`config.mk`:
```
export PLATFORM = sky130hd
export DESIGN_NAME = cnn_mem_arbiter_flat
export DESIGN_NICKNAME = d
export VERILOG_FILES = /design/src/rtl/cnn_mem_arbiter_if.sv /design/src/rtl/cnn_mem_arbiter.sv /design/src/flat_wrapper.sv
export SDC_FILE = /design/constraint.sdc
export NUM_CORES = 1
export LEC_CHECK = 0
export ABC_AREA = 1
export BUFFER_PORTS_ARGS = -buffer_cell sky130_fd_sc_hd__buf_4
export CAP_MARGIN = 20
export CORE_ASPECT_RATIO = 2
export CORE_MARGIN = 2
export CORE_UTILIZATION = 40
export CTS_BUF_LIST = sky130_fd_sc_hd__clkbuf_8
export DETAILED_ROUTE_END_ITERATION = 8
export GPL_TIMING_DRIVEN = 0
export PLACE_DENSITY = 0.71
export SLEW_MARGIN = 20
export SYNTH_ARGS = -nofsm -noshare
export SYNTH_HDL_FRONTEND = slang
export SYNTH_SLANG_ARGS = --single-unit
```
`constraint.sdc`:
```
create_clock -name clk -period 4.8 [get_ports clk]
set_clock_uncertainty 0.15 [all_clocks]
set_input_delay 0.48 -clock clk [delete_from_list [all_inputs] [get_ports clk]]
set_output_delay 0.48 -clock clk [all_outputs]
set_load 0.03 [all_outputs]
```
`src/rtl/cnn_mem_arbiter_if.sv`:
```
// cnn_mem_arbiter_if: core, loader and memory-side signals of the CNN memory arbiter
// slave  : arbiter view (requests and memory responses in; data, strobes, grant, err out)
// master : system view (cores, loader and memory model drive the opposite directions)
interface cnn_mem_arbiter_if;
   logic        core_req, core_we, core_ready;
   logic [11:0] core_addr;
   logic [15:0] core_wdata, core_rdata;
   logic        dma_req, dma_we, dma_ready;
   logic [11:0] dma_addr;
   logic [15:0] dma_wdata, dma_rdata;
   logic        mem_req, mem_we, mem_ready;
   logic [11:0] mem_addr;
   logic [15:0] mem_wdata, mem_rdata;
   logic [1:0]  grant;
   logic        err;
   modport slave (
      input  core_req, core_we, core_addr, core_wdata, dma_req, dma_we, dma_addr, dma_wdata,
             mem_rdata, mem_ready,
      output core_rdata, core_ready, dma_rdata, dma_ready, mem_req, mem_we, mem_addr, mem_wdata,
             grant, err
   );
   modport master (
      output core_req, core_we, core_addr, core_wdata, dma_req, dma_we, dma_addr, dma_wdata,
             mem_rdata, mem_ready,
      input  core_rdata, core_ready, dma_rdata, dma_ready, mem_req, mem_we, mem_addr, mem_wdata,
             grant, err
   );
endinterface

```
`src/rtl/cnn_mem_arbiter.sv`:
```
// cnn_mem_arbiter: round-robin arbiter between CNN core and DMA loader for one memory port
// clk, rst : clock, asynchronous active-high reset
// bus      : core_*/dma_* request ports with registered rdata and ready pulses,
//            mem_* memory strobe/response, grant (01 core, 10 dma), err (timeout abort)
module cnn_mem_arbiter #(
   parameter int TIMEOUT = 255
) (
   input logic             clk,
   input logic             rst,
   cnn_mem_arbiter_if.slave bus
);
   localparam int CW = $clog2(TIMEOUT + 1);
   typedef enum logic {IDLE, ACCESS} state_t;
   state_t        state, state_n;
   logic          last_dma, we_q, core_el, dma_el, pick_core, done;
   logic [CW-1:0] cnt;
   // a port whose ready pulse is showing this cycle is not eligible, so a held req cannot re-win at once
   always_comb begin
      core_el   = bus.core_req & ~bus.core_ready;
      dma_el    = bus.dma_req & ~bus.dma_ready;
      pick_core = core_el & (~dma_el | last_dma);
      done      = bus.mem_ready | (cnt == CW'(TIMEOUT - 1));
      state_n   = state == IDLE ? ((core_el | dma_el) ? ACCESS : IDLE) : (done ? IDLE : ACCESS);
   end
   always_comb begin
      bus.mem_req = state == ACCESS;
      bus.mem_we  = (state == ACCESS) && we_q;
   end
   always_ff @(posedge clk or posedge rst)
      if (rst) begin
         state          <= IDLE;
         bus.grant      <= 2'b00;
         last_dma       <= 1'b1;
         we_q           <= 1'b0;
         cnt            <= '0;
         bus.mem_addr   <= '0;
         bus.mem_wdata  <= '0;
         bus.core_ready <= 1'b0;
         bus.dma_ready  <= 1'b0;
         bus.err        <= 1'b0;
         bus.core_rdata <= '0;
         bus.dma_rdata  <= '0;
      end else begin
         state          <= state_n;
         bus.core_ready <= 1'b0;
         bus.dma_ready  <= 1'b0;
         bus.err        <= 1'b0;
         if (state == IDLE && state_n == ACCESS) begin
            bus.grant     <= pick_core ? 2'b01 : 2'b10;
            last_dma      <= ~pick_core;
            we_q          <= pick_core ? bus.core_we : bus.dma_we;
            bus.mem_addr  <= pick_core ? bus.core_addr : bus.dma_addr;
            bus.mem_wdata <= pick_core ? bus.core_wdata : bus.dma_wdata;
            cnt           <= '0;
         end else if (state == ACCESS) begin
            if (done) begin
               bus.grant      <= 2'b00;
               bus.core_ready <= bus.grant[0];
               bus.dma_ready  <= bus.grant[1];
               bus.err        <= ~bus.mem_ready;
               if (!we_q && bus.grant[0]) bus.core_rdata <= bus.mem_ready ? bus.mem_rdata : 16'hFFFF;
               if (!we_q && bus.grant[1]) bus.dma_rdata <= bus.mem_ready ? bus.mem_rdata : 16'hFFFF;
            end else
               cnt <= cnt + 1'b1;
         end
      end
endmodule
```
`src/flat_wrapper.sv`:
```
// flat-port wrapper written by rule: the top's interface ports become plain ports
module cnn_mem_arbiter_flat 
#(
   parameter int TIMEOUT = 255
)
  (clk, rst, bus_core_req, bus_core_we, bus_core_addr, bus_core_wdata, bus_dma_req, bus_dma_we, bus_dma_addr, bus_dma_wdata, bus_mem_rdata, bus_mem_ready, bus_core_rdata, bus_core_ready, bus_dma_rdata, bus_dma_ready, bus_mem_req, bus_mem_we, bus_mem_addr, bus_mem_wdata, bus_grant, bus_err);
  cnn_mem_arbiter_if bus_i ();
  input logic clk;
  input logic rst;
  input wire logic [$bits(bus_i.core_req)-1:0] bus_core_req;
  input wire logic [$bits(bus_i.core_we)-1:0] bus_core_we;
  input wire logic [$bits(bus_i.core_addr)-1:0] bus_core_addr;
  input wire logic [$bits(bus_i.core_wdata)-1:0] bus_core_wdata;
  input wire logic [$bits(bus_i.dma_req)-1:0] bus_dma_req;
  input wire logic [$bits(bus_i.dma_we)-1:0] bus_dma_we;
  input wire logic [$bits(bus_i.dma_addr)-1:0] bus_dma_addr;
  input wire logic [$bits(bus_i.dma_wdata)-1:0] bus_dma_wdata;
  input wire logic [$bits(bus_i.mem_rdata)-1:0] bus_mem_rdata;
  input wire logic [$bits(bus_i.mem_ready)-1:0] bus_mem_ready;
  output wire logic [$bits(bus_i.core_rdata)-1:0] bus_core_rdata;
  output wire logic [$bits(bus_i.core_ready)-1:0] bus_core_ready;
  output wire logic [$bits(bus_i.dma_rdata)-1:0] bus_dma_rdata;
  output wire logic [$bits(bus_i.dma_ready)-1:0] bus_dma_ready;
  output wire logic [$bits(bus_i.mem_req)-1:0] bus_mem_req;
  output wire logic [$bits(bus_i.mem_we)-1:0] bus_mem_we;
  output wire logic [$bits(bus_i.mem_addr)-1:0] bus_mem_addr;
  output wire logic [$bits(bus_i.mem_wdata)-1:0] bus_mem_wdata;
  output wire logic [$bits(bus_i.grant)-1:0] bus_grant;
  output wire logic [$bits(bus_i.err)-1:0] bus_err;
  assign bus_i.core_req = bus_core_req;
  assign bus_i.core_we = bus_core_we;
  assign bus_i.core_addr = bus_core_addr;
  assign bus_i.core_wdata = bus_core_wdata;
  assign bus_i.dma_req = bus_dma_req;
  assign bus_i.dma_we = bus_dma_we;
  assign bus_i.dma_addr = bus_dma_addr;
  assign bus_i.dma_wdata = bus_dma_wdata;
  assign bus_i.mem_rdata = bus_mem_rdata;
  assign bus_i.mem_ready = bus_mem_ready;
  assign bus_core_rdata = bus_i.core_rdata;
  assign bus_core_ready = bus_i.core_ready;
  assign bus_dma_rdata = bus_i.dma_rdata;
  assign bus_dma_ready = bus_i.dma_ready;
  assign bus_mem_req = bus_i.mem_req;
  assign bus_mem_we = bus_i.mem_we;
  assign bus_mem_addr = bus_i.mem_addr;
  assign bus_mem_wdata = bus_i.mem_wdata;
  assign bus_grant = bus_i.grant;
  assign bus_err = bus_i.err;
  cnn_mem_arbiter #(.TIMEOUT(TIMEOUT)) u_core (.clk(clk), .rst(rst), .bus(bus_i));
endmodule
```
Yosys cells after proc, flatten, opt, wreduce, memory -nomap -nowiden:

Index checks and enable logic that the tools add are counted.

* reduce and logical (&&, ||, !) cells: 11
* mux-type cells: 23
* equality and inequality tests: 2
* add/sub/neg operators: 1
* bitwise gates (word level): 13

Operator list (number)
* $mux W16: 2
* $mux W8: 3
* $mux W1: 13
* $mux W12: 1
* $add A8 B1 Y8 const B: 1
* $eq A8 B8 Y1 const B: 1
* $mux W2: 4
* $reduce_and A4 Y1: 2
* $not A1 Y1: 7
* $logic_and A1 B1 Y1: 4
* $reduce_and A2 Y1: 2
* $reduce_bool A2 Y1: 2
* $and A1 B1 Y1: 3
* $or A1 B1 Y1: 3
* $ne A2 B2 Y1 const B: 1
* $logic_not A1 Y1: 1

* input port bits: 79
* flip-flop bits (word level): 76
* logic and storage cells: 62

Depth between registers and ports, before layout:

* depth after elaboration: 8
* gate-level depth with buffers: 10

Worst setup path after synthesis:

No wires, ideal clock.

* kind: register -> output
* start point: reg u_core.state (netlist: u_core.bus.mem_req)
* end point: out bus_mem_we
* buffers on the path: 2
* cell stages (with the launch flop): 5
* data arrival time: 1.280 ns
* setup slack: 2.890 ns
* cell sequence: dfrtp_1 buf_4 clkbuf_1 nand2_1 inv_1

* cells in the longest elaborated chain, start to end: 1

Ends and longest elaborated chain
* start: declaration: line cnn_mem_arbiter.sv:14 `state_t state, state_n;`
* start signal: assignment: line cnn_mem_arbiter.sv:44 `state <= state_n;`
* $logic_and A1 B1 Y1: line cnn_mem_arbiter.sv:27 `bus.mem_we = (state == ACCESS) && we_q;`
* end: declaration: line flat_wrapper.sv:25 `output wire logic [$bits(bus_i.mem_we)-1:0] bus_mem_we;`

No other way between the ends.

Worst setup path after layout:

Same ends and word-level chain as after synthesis.

==> metrics.md <==
| Metric | Value |
|---|---|
| First-pass GRT wire length | 17100 um |
| Fin crit share | 45.7% |
| Vert. Die Dim | 141 um |
| Net Sw Power | 1570 uW |
| Gpl congestion | 0.940 |
| Commonest cells after routing, fill and taps aside | 238 x nand2_1, 150 x buf_4, 75 x dfrtp_1, 46 x nand3_1, 33 x nand4_1 |
| Syn Nets | 562 |
| Leading post-synthesis cells by cell area | dfrtp_1 50%, nand2_1 24%, nand3_1 6.1% |
| Comb pwr share | 52.0% |
| Effective utilization at floorplan | 40.5% |
| WP data required | 4170 ps |
| Pleak | 0.00293 uW |
| YS warnings | 0 |
| Tot Pwr | 3370 uW |
| Postcts setup bufs | 0 |
| CP dominant cell by count | buf_4 |
| CTS Hold Bufs | 0 |
| CTS tree | yes |
| Total negative slack | 0 ps |
| Post-CTS sizing | 0 |
| CTS Buffer Depth | 2 |
| Pin count of the biggest net entering global routing | 40 |
| I/O pin cnt | 146 |
| Via count | 3747 |
| Top_reg_cell synth | dfrtp_1 |
| Sw frac | 46.7% |
| Synth Register Bits | 76 |
| Die ar. | 0.0102 mm2 |
| Outcome | complete, no violations |
| CTS buffer count | 9 |
| Biggest fanout along the worst timing path | 10 |
| CP arrival | 1570 ps |
| DR iter-0 viols | 207 |
| Final setup viols | 0 |
| Post-synth cell types | 25 |
| Layout area overhead | 38.8% |
| Setup crit end kind | output pin |
| Initial antenna violation count | 0 |
| Die X-Extent | 72.5 um |
| GRT Overall Usage | 21.9% |
| DR pass1 iterations | 4 |
| Nets | 719 |
| Sequential share of power | 32.4% |
| Hold Crit Class | input port to asynchronous set/reset pin |
| Count of final hold-check violations | 0 |
| Worst slew margin | 66.1% |
| Worst Setup Path Type | flop to output pin |
| Pwr per Cell Area | 646 mW/mm2 |
| Std cell rows | 50 |
| Routed len/inst | 14.6 um |
| CTS clk-pin slew, worst paths | 80 ps |
| Mean Syn Cell Area | 7.80 um2 |
| Cells after synthesis | 481 |
| Worst slew pin tran | 509 ps |
| Vias in the first global route | 3598 |
| Dominant delay contributor by cell family on the critical path | buffers and inverters |
| Most common cell after layout, fill and taps aside | nand2_1 |
| Clock sink count | 76 |
| # H-tree levels | 3 |
| Internal power | 1790 uW |
| Grt ovf | 0 |
| Root buf cell | clkbuf_8 |
| Post-route ant nets | 0 |
| Highest clock rate | 455 MHz |
| Setup repair after global routing missed its margin | no |
| Dpl hpwl | 8720 um |
| Largest stage delay, worst path | 370 ps |
| N_diodes | 0 |
| Seq/Total Area, Yosys | 50.7% |
| Via density | 5.02 |
| Drt total wl | 10900 um |
| Max-Cap Viols | 0 |
| Asr flop ratio synth | 100% |
| Share of cells above drive strength 1 | 31.1% |
| Clock share of power | 15.6% |
| Core area | 0.00926 mm2 |
| Crit path cell chain | buf_4, clkbuf_1, nand2_1, inv_1, buf_4 |
| Post-Syn Area | 0.00375 mm2 |
| Max rail drop VDD | 0.303 mV |
| Port Buffers | 145 |
| Clk_lat worst skew | 360 ps |
| Startpoint Class | flop |
| Fin crit period | 2200 ps |
| Max-slew violation count | 0 |
| Drt drc | 0 |
| Top-area cell type share of the netlist area | 50.0% |
| Worst path bufs/invs | 4 |
| EDFF count, synth | 0 |
| Top cell type by total area after synthesis | dfrtp_1 |
| CP max-delay cell | dfrtp_1 |
[per-layer routing]
metal	GRT usage, %	up-vias	share of wire (%)
met1	22.3	1714	35
met4	12.6	0	5.1
met3	4.36	36	5.4
met2	40.0	148	55
met5	0	-	0
li1	-	1849	-
[cell usage after synthesis (3+ instances only)]
library cell,n
buf_2,5
buf_4,5
clkbuf_1,15
dfrtp_1,75
inv_1,17
nand2_1,238
nand3_1,46
nand4_1,33
nor2_1,6
o21ai_0,4
or2_2,16
xnor2_1,3
[power by group through the flow]
stage | clock (uW) | combinational (uW) | sequential [uW]
global route | 568 | 1900 | 1130
CTS | 541 | 1770 | 1090
global placement | 0 | 1740 | 1090
detailed placement | 0 | 1770 | 1100
floorplan | 0 | 588 | 1590
finish | 526 | 1750 | 1090
[state kept, by name, indices dropped and copies added, names as in the netlist]
name and cells:
u_core.bus.core_ready 1, u_core.bus.err 1, u_core.bus.mem_req 1, u_core.last_dma 1, u_core.cnt 8, u_core.bus.mem_wdata 16
u_core.bus.dma_rdata 16, u_core.bus.dma_ready 1, u_core.bus.core_rdata 16, u_core.bus.mem_addr 12, u_core.bus.grant 2, u_core.we_q 1
[per-stage QoR]
step	std cells	setup slack [ps]	hold WS, ps	util [%]	area (um2)
finish	747	2600	1.78	56.3	5210
global route	747	2520	26.2	56.3	5210
CTS	747	2600	2.30	56.3	5210
detailed placement	731	2860	310	53.9	4990
global placement	730	1280	308	53.7	4970
floorplan	481	2230	322	-	3750
[logic make-up (layout without fill, tap and decap cells)]
| family | Yosys count | count (layout) | synth area share, % |
|---|---|---|---|
| xor gates and xnor gates | 3 | 3 | 0.700 |
| DFF | 76 | 76 | 50.7 |
| AOI/OAI and AO/OA | 5 | 5 | 0.667 |
| and+or+nand+nor | 349 | 349 | 41.6 |
| adders and majority gates | 2 | 2 | 0.667 |
| buffers and inverters | 46 | 208 | 5.67 |
[final cells by class]
cell class | instances | area (um2)
inverters | 17 | 66.3
clock inverters | 5 | 65.1
repair buffers | 146 | 1110
clock buffers | 11 | 151
well taps | 104 | 130
fillers | 910 | 4050
plain buffers | 29 | 149
flip-flops and latches | 76 | 1900
multi-input cells | 359 | 1640
[path summary, 6_finish.rpt]
check	from	end	slack [ps]	depth (start not counted)
setup / recovery	u_core.bus.mem_req$_DFF_PP0_	bus_mem_we	2600	5
hold / removal	rst	u_core.bus.core_rdata[0]$_DFFE_PP0P_	2	2
setup reg to reg	u_core.cnt[0]$_DFFE_PP0P_	u_core.bus.core_rdata[8]$_DFFE_PP0P_	3030	9
hold reg to reg	u_core.bus.core_rdata[1]$_DFFE_PP0P_	u_core.bus.core_rdata[1]$_DFFE_PP0P_	330	2
max in group asynchronous	rst	u_core.last_dma$_DFFE_PP1P_	3860	3
min in group clk	bus_mem_ready	u_core.bus.err$_DFF_PP0_	140	2
Power figures use the tool's default switching activity.
